$ cat src/rtl/inv_seq_ctrl.sv
// Sequential front-end for the combinational prime-field inversion IP: buffers a prime + operand packet,
// issues one operand per cycle and streams inverses back in order. Define INV_CHECK_EN to add a result checker stage.
module inv_seq_ctrl #(
    parameter int IP_WIDTH = 5,
    parameter int MAX_LEN  = 8
) (
    input  logic                clk,
    input  logic                rst_n,
    input  logic                in_valid,
    input  logic [IP_WIDTH-1:0] in_data,
    output logic [IP_WIDTH-1:0] ip_in_1,
    output logic [IP_WIDTH-1:0] ip_in_2,
    input  logic [IP_WIDTH-1:0] ip_out_inv,
    output logic                out_valid,
    output logic [IP_WIDTH-1:0] out_data,
    output logic                out_err,
    output logic                busy
);

    localparam int CW = $clog2(MAX_LEN + 1);
    localparam int AW = $clog2(MAX_LEN);
    localparam logic [CW-1:0] MAX_CNT = CW'(MAX_LEN);
    localparam logic [CW-1:0] ONE     = CW'(1);

    localparam logic [1:0] S_IDLE = 2'd0;
    localparam logic [1:0] S_LOAD = 2'd1;
    localparam logic [1:0] S_CALC = 2'd2;
    localparam logic [1:0] S_DONE = 2'd3;

    logic [1:0]          state_q, state_d;
    logic [IP_WIDTH-1:0] p_q, p_d;
    logic [CW-1:0]       count_q, count_d;
    logic [CW-1:0]       rd_ptr_q, rd_ptr_d;
    logic [IP_WIDTH-1:0] ip_in_1_q, ip_in_1_d;
    logic [IP_WIDTH-1:0] ip_in_2_q, ip_in_2_d;
    logic                iss_v_q, iss_v_d;
    logic                iss_err_q, iss_err_d;
    logic                out_valid_q, out_valid_d;
    logic [IP_WIDTH-1:0] out_data_q, out_data_d;
    logic                out_err_q, out_err_d;

    logic [IP_WIDTH-1:0] buf_q [MAX_LEN];
    logic                buf_we;
    logic                do_issue;
    logic [CW-1:0]       issue_idx;
    logic [IP_WIDTH-1:0] issue_a;
    logic                pipe_empty;

    // NOTE: every variable written here gets a default first so no latch is inferred.
    always_comb begin
        state_d   = state_q;
        p_d       = p_q;
        count_d   = count_q;
        rd_ptr_d  = rd_ptr_q;
        buf_we    = 1'b0;
        do_issue  = 1'b0;
        issue_idx = '0;
        case (state_q)
            S_IDLE: begin
                if (in_valid) begin
                    p_d      = in_data;
                    count_d  = '0;
                    rd_ptr_d = '0;
                    state_d  = S_LOAD;
                end
            end
            S_LOAD: begin
                if (in_valid) begin
                    if (count_q != MAX_CNT) begin
                        buf_we  = 1'b1;
                        count_d = count_q + ONE;
                    end
                end else if (count_q == '0) begin
                    state_d = S_DONE;
                end else begin
                    // First operand goes out on the same edge that closes the packet.
                    do_issue = 1'b1;
                    rd_ptr_d = ONE;
                    state_d  = (count_q == ONE) ? S_DONE : S_CALC;
                end
            end
            S_CALC: begin
                do_issue  = 1'b1;
                issue_idx = rd_ptr_q;
                rd_ptr_d  = rd_ptr_q + ONE;
                if (rd_ptr_q == count_q - ONE) state_d = S_DONE;
            end
            S_DONE: begin
                if (pipe_empty) state_d = S_IDLE;
            end
            default: state_d = S_IDLE;
        endcase
    end

    assign issue_a   = buf_q[issue_idx[AW-1:0]];
    assign ip_in_1_d = do_issue ? issue_a : ip_in_1_q;
    assign ip_in_2_d = do_issue ? p_q : ip_in_2_q;
    assign iss_v_d   = do_issue;
    assign iss_err_d = do_issue && ((issue_a == '0) || (issue_a >= p_q));

`ifdef INV_CHECK_EN
    logic                chk_v_q, chk_err_q;
    logic [IP_WIDTH-1:0] chk_a_q, chk_inv_q;
    logic [2*IP_WIDTH-1:0] chk_prod, chk_mod;
    logic                chk_fail;

    assign chk_prod = {{IP_WIDTH{1'b0}}, chk_a_q} * {{IP_WIDTH{1'b0}}, chk_inv_q};
    assign chk_mod  = (p_q == '0) ? '0 : chk_prod % {{IP_WIDTH{1'b0}}, p_q};
    assign chk_fail = chk_err_q || (chk_mod != {{(2*IP_WIDTH-1){1'b0}}, 1'b1});

    assign out_valid_d = chk_v_q;
    assign out_err_d   = chk_v_q && chk_fail;
    assign out_data_d  = (chk_v_q && !chk_fail) ? chk_inv_q : '0;
    assign pipe_empty  = !iss_v_q && !chk_v_q;

    always_ff @(posedge clk or negedge rst_n) begin
        if (!rst_n) begin
            chk_v_q   <= 1'b0;
            chk_err_q <= 1'b0;
            chk_a_q   <= '0;
            chk_inv_q <= '0;
        end else begin
            chk_v_q   <= iss_v_q;
            chk_err_q <= iss_err_q;
            chk_a_q   <= ip_in_1_q;
            chk_inv_q <= ip_out_inv;
        end
    end
`else
    assign out_valid_d = iss_v_q;
    assign out_err_d   = iss_v_q && iss_err_q;
    assign out_data_d  = (iss_v_q && !iss_err_q) ? ip_out_inv : '0;
    assign pipe_empty  = !iss_v_q;
`endif

    // NOTE: sequential state uses non-blocking assignments only, so all flops update together.
    always_ff @(posedge clk or negedge rst_n) begin
        if (!rst_n) begin
            state_q     <= S_IDLE;
            p_q         <= '0;
            count_q     <= '0;
            rd_ptr_q    <= '0;
            ip_in_1_q   <= '0;
            ip_in_2_q   <= '0;
            iss_v_q     <= 1'b0;
            iss_err_q   <= 1'b0;
            out_valid_q <= 1'b0;
            out_data_q  <= '0;
            out_err_q   <= 1'b0;
        end else begin
            state_q     <= state_d;
            p_q         <= p_d;
            count_q     <= count_d;
            rd_ptr_q    <= rd_ptr_d;
            ip_in_1_q   <= ip_in_1_d;
            ip_in_2_q   <= ip_in_2_d;
            iss_v_q     <= iss_v_d;
            iss_err_q   <= iss_err_d;
            out_valid_q <= out_valid_d;
            out_data_q  <= out_data_d;
            out_err_q   <= out_err_d;
        end
    end

    // NOTE: the operand buffer is storage only; it is never read before being written, so it has no reset.
    always_ff @(posedge clk) begin
        if (buf_we) buf_q[count_q[AW-1:0]] <= in_data;
    end

    assign ip_in_1   = ip_in_1_q;
    assign ip_in_2   = ip_in_2_q;
    assign out_valid = out_valid_q;
    assign out_data  = out_data_q;
    assign out_err   = out_err_q;
    assign busy      = (state_q != S_IDLE);

endmodule

$ cat config.mk
export PLATFORM = sky130hd
export DESIGN_NAME = inv_seq_ctrl
export DESIGN_NICKNAME = d
export VERILOG_FILES = /design/src/rtl/inv_seq_ctrl.sv
export SDC_FILE = /design/constraint.sdc
export NUM_CORES = 1
export LEC_CHECK = 0
export ABC_AREA = 1
export CORE_ASPECT_RATIO = 0.7
export CORE_MARGIN = 8
export CORE_UTILIZATION = 50
export DETAILED_ROUTE_END_ITERATION = 16
export GPL_ROUTABILITY_DRIVEN = 0
export PLACE_DENSITY = 0.85
export SYNTH_ARGS = -nofsm -noshare
export SYNTH_HDL_FRONTEND = slang
export SYNTH_SLANG_ARGS = --single-unit
$ cat constraint.sdc
create_clock -name clk -period 2 [get_ports clk]
set_input_delay 0.4 -clock clk [delete_from_list [all_inputs] [get_ports clk]]
set_output_delay 0.4 -clock clk [all_outputs]
set_load 0.1 [all_outputs]
# Word-level counts from Yosys, hierarchy flattened
# Memory sizes are Yosys's and may differ from the RTL's.
# Index checks and enable logic that the tools add are counted.
[totals] ram_bits=40 out_inout_bits=18 input_bits=13 word_cells=68 regBits=34 mem_count=1
[classes] n_mux=24 n_reduce_logical=15 eq_ne=13 n_addsub=3 order_cmp=1
[mem_list] memory="buf_q" words=8 word_bits=5 read_ports=1 rd_ports_with_merged_regs=0 write_ports=1 line_no="42" source="logic [IP_WIDTH-1:0] buf_q [MAX_LEN];"
[op_table] cell="two-way mux 4 bit" n=5
[op_table] cell="inequality test 2 bit (second input constant)" n=7
[op_table] cell="one-hot mux 4 bit (3 select lines)" n=1
[op_table] cell="AND reduction 4 bit" n=3
[op_table] cell="two-way mux 1 bit" n=9
[op_table] cell="adder 4 x 1 -> 4 bit (second input constant)" n=2
[op_table] cell="two-way mux 2 bit" n=4
[op_table] cell="one-hot mux 2 bit (4 select lines)" n=1
[op_table] cell="one-hot mux 4 bit (2 select lines)" n=1
[op_table] cell=">= comparator 5 bit" n=1
[op_table] cell="zero test 5 bit" n=1
[op_table] cell="two-way mux 5 bit" n=1
[op_table] cell="== test 2 bit (second input constant)" n=2
[op_table] cell="== test 4 x 1 -> 1 bit (second input constant)" n=1
[op_table] cell="== test 4 bit" n=1
[op_table] cell="zero test 4 bit" n=1
[op_table] cell="inequality test 4 bit (second input constant)" n=1
[op_table] cell="nonzero test 2 bit" n=2
[op_table] cell="subtractor 4 x 1 -> 4 bit (second input constant)" n=1
[op_table] cell="logical AND 1 bit" n=3
[op_table] cell="two-way mux 3 bit" n=1
[op_table] cell="nonzero test 3 bit" n=1
[op_table] cell="== test 2 x 1 -> 1 bit (second input constant)" n=1
[op_table] cell="zero test 2 bit" n=1
[op_table] cell="4 further kinds" n=4

# Depth between registers and ports, before layout
[logic_depth] depth_word=6 mapped_depth=17 mapped_depth_nobuf=15

# Least setup slack after synthesis
# Ideal clock, no wire load.
[synth_path] kind="register to register" startpoint="reg state_q[0]" endpoint="reg iss_err_q" setup_slack_ns=-0.091 arrival_time_ns=1.967 setup_time_ns=0.124 path_stages_with_launch=15 required_ns=1.876 cell_sequence="dfrtp_1 inv_1 ha_1 buf_6 nand2_4 buf_6 nand2_1 nand3_1 nand3_1 nand2_1 ha_1 a21oi_1 o21ai_0 o31ai_1 nand2_1"
[synth_between] elab_chain_cells=6 elab_cells_between_ends=9
[synth_lines] item="start, declared" line_no="30" source="logic [1:0] state_q, state_d;"
[synth_lines] item="start signal, assigned" line_no="151" source="state_q <= state_d;"
[synth_lines] item="== test 2 bit *" line_no="58" source="case (state_q)"
[synth_lines] item="two-way mux 3 bit *" line_no="58"
[synth_lines] item="memory (8 x 5 bit) *"
[synth_lines] item="net issue_a[4]" line_no="46" source="logic [IP_WIDTH-1:0] issue_a;"
[synth_lines] item=">= comparator 5 bit or zero test 5 bit (tied branches)" line_no="99" source="assign iss_err_d = do_issue && ((issue_a == '0) || (issue_a >= p_q));"
[synth_lines] item="logical OR 1 bit *" line_no="99"
[synth_lines] item="logical AND 1 bit *" line_no="99"
[synth_lines] item="net iss_err_d" line_no="37" source="logic iss_err_q, iss_err_d;"
[synth_lines] item="end signal, assigned" line_no="158" source="iss_err_q <= iss_err_d;"
[synth_lines] item="end, declared" line_no="37"
# The timed path passes the listed nets; every way through them passes the cells marked *.
# A chain may end at the register's enable or synchronous reset.

# Worst setup path after layout
# Same ends and word-level chain as after synthesis.

==> impl_metrics.ini <==
[worst_setup_path]
crit_path_max_fanout = 6
crit_type = reg -> reg
startpoint = state_q[0]$_DFFE_PN0P_
r2r_cells = 15
cp-end-kind = register
r2r_end = iss_err_q$_DFF_PN0_
crit_path_end = iss_err_q$_DFF_PN0_
crit_required_ns = 2.24
worst_setup_path_start_kind = register
r2r_start = state_q[0]$_DFFE_PN0P_
arrival_ns = 2.47
regToRegSetupSlack_ns = -0.23

[global_routing]
track_usage = 0.1902
grt-ovfl-total = 0
grt_max_degree = 35
grt_first_pass_wirelength_um = 14570
first_global_vias = 2869
grt_antenna_before_repair = 0

[clock_tree]
h-tree-depth = 3
clock_sinks = 74
clock_latency_ns = 0.35
cts_tree = done
cts.clk_slew.worst_paths_ns = 0.08
root_buffer = clkbuf_8
clock_path_buffers = 2
cts_made_buffers = 9

[sta]
fmax_mhz = 448.1
slew_violations = 0
min_period_over_period = 1.116
fin_crit_ns = 2.232
rsz0062_at_grt = yes
hold_viol_final = 0
worst_pin_slew_ns = 0.4321
setup_slack_ns = -0.2318
relSlewSlack = 0.7119
finalSetupViolCount = 2
whs_ns = 0.4570
skew_ns = 0.008759

[routing]
routed_wl_um = 9981
detail-route-antenna-nets = 0
viasPerCell = 5.572
vias = 3020
drc = 0
drt_iter0_drc = 424
wl_per_cell_um = 18.42
drt-pass1-iter-count = 5

[logic_synthesis]
syn-cell-area_um2 = 3526
syn_area_per_cell_um2 = 9.876
muxShareOfSynthArea = 0.003194
postSynth.asyncResetShare = 0.4595
yosys_most_used_dff = edfxtp_1
synthXorXnorAreaFrac = 0.009936
yosys.area_share.adder = 0.04613
synth_simple_gate_area_frac = 0.2307
ys_warn_count = 0
synth_cells = 357
synth-compound-area-share = 0.04613
synthDistinctLibCells = 31
syn_nets = 383
synth.yosys.seq_area_share = 0.5820
synth_top_family_by_area = simple AND/OR/NAND/NOR gates
synth_edf_count = 40
ys_ff_latch = 74

[outcome]
violations = setup timing
status = finished, violations left

[die]
initial_utilization = 0.5194
coreArea_um2 = 6788
die_y_um = 86.26
dieWidth_um = 116.4
die_area_um2 = 10040
io_pins = 31
rows = 25

[placed_design]
place_ws_ns = -0.2177
dp.cells = 505
place_area_um2 = 4110
port_buffers = 30
dp_hpwl_um = 5785

[power]
ir_worst_vdd_mv = 1.258
finalPower_mw = 7.359
leakagePower_nw = 2.137
power_density_nw_per_um2 = 1535

[final_layout]
drive_gt1_frac = 0.3460
final_area_um2 = 4795
nNetsFinal = 469
areaGrowthSynthToFinish_pct = 35.98
antennaDiodeCount = 0
final_cell_count_no_fill = 542

[job]
maxCapViolCount = 0

[min_path]
hold_path.class = in -> async
## timing repair
action | in CTS | in global routing
setup endpoints to repair | 1 | 39
cloned | 2 | 0
setup buffers | 14 | 8
hold buffers | 0 | 0
gates resized for setup | 23 | 43
pin swaps | 12 | 23
## how the worst min path moves through the flow
stage / to / depth (start not counted) / startpoint / slack (ns)
after floorplan: count_q[0]$_DFFE_PN0P_ / 0 / rst_n / 0.10
after detailed placement: out_valid$_DFF_PN0_ / 0 / iss_v_q$_DFF_PN0_ / 0.41
final: ip_in_2[1]$_DFFE_PN0P_ / 2 / rst_n / 0.46
after global routing: iss_err_q$_DFF_PN0_ / 2 / rst_n / 0.49
after global placement: out_valid$_DFF_PN0_ / 0 / iss_v_q$_DFF_PN0_ / 0.41
after CTS: out_valid$_DFF_PN0_ / 0 / iss_v_q$_DFF_PN0_ / 0.45
## through the flow
step	setup TNS, ns	util
after floorplan	-0.06034	-
after global placement	-0.07211	0.6055
after global routing	-0.5364	0.7064
final	-0.3502	0.7064
after CTS	-0.1521	0.6748
after detailed placement	-0.2177	0.6055
## layout by cell type, fill, tap and decap left out, types with 4 or more instances in the layout
cell type,count
a21oi_1,7
inv_1,34
nand3_2,13
nand2_1,59
ha_1,5
nand3_1,41
edfxtp_1,40
nand2_4,4
clkdlybuf4s50_1,12
clkbuf_8,9
o21ai_0,5
buf_6,10
nand2_2,18
inv_2,7
o21ai_1,7
xnor2_1,4
buf_12,4
buf_4,60
nor2_1,29
ha_4,7
dfrtp_1,33
## critical path, stage by stage (launching register included)
cell	delay [ns]
dfrtp_1	0.40
inv_2	0.10
ha_4	0.18
buf_12	0.14
nand2_8	0.07
buf_6	0.14
nand2_1	0.07
nand3_1	0.08
nand2_1	0.08
nand2_2	0.09
nand2_4	0.10
ha_4	0.20
nand2_2	0.07
o21ai_1	0.07
o31ai_1	0.24
nand2_1	0.07
## per-layer routing
| layer | wire length, um | vias up | track usage | share of wire |
|---|---|---|---|---|
| met1 | 3851 | 1438 | 0.2362 | 0.39 |
| met5 | 0 | - | 0 | 0 |
| met2 | 4836 | 195 | 0.3039 | 0.48 |
| li1 | - | 1353 | - | - |
| met4 | 337 | 0 | 0.06331 | 0.034 |
| met3 | 955 | 34 | 0.06454 | 0.096 |
## flip-flops by register name, indices dropped and copies added, names as in the netlist
register   count
count_q        4
ip_in_1        5
iss_v_q        1
out_data       5
buf_q         40
p_q            5
ip_in_2        5
out_valid      1
rd_ptr_q       4
state_q        2
iss_err_q      1
out_err        1
## cell usage after synthesis, types with 5 or more instances
library cell	number	share of area
nand2_1	75	0.080
nand3_1	53	0.075
edfxtp_1	40	0.34
inv_1	39	0.042
dfrtp_1	34	0.24
nor2_1	30	0.032
ha_1	13	0.046
a21oi_1	8	0.011
buf_4	7	0.015
nand2_2	6	0.011
o21ai_0	6	0.0085
o21ai_1	6	0.0085
buf_6	5	0.016
## layout make-up
type / instances / area, um2
inverter: 43 / 172.7
fill: 446 / 1993
clock inverter: 6 / 65.06
clock buffer: 10 / 127.6
multi-input combinational: 227 / 1448
tap: 94 / 117.6
timing repair buffer: 88 / 810.8
sequential: 74 / 2053
## cells by family (layout without fill, tap and decap cells)
| group | count (synthesis) | in the layout |
|---|---|---|
| XOR/XNOR | 4 | 4 |
| AND/OR/NAND/NOR | 179 | 180 |
| flip-flops | 74 | 74 |
| AO/OA/AOI/OAI | 29 | 29 |
| adder cells (fa/ha/maj) | 13 | 13 |
| buffers and inverters | 57 | 147 |
| multiplexers | 1 | 1 |
## report_power, final
part | total, mW | internal [mW] | leakage (nW) | switching (mW)
registers | 2.13 | 1.91 | 0.786 | 0.227
logic | 4.09 | 1.44 | 1.25 | 2.64
clock network | 1.14 | 0.578 | 0.0966 | 0.563
Power figures use the tool's default switching activity.
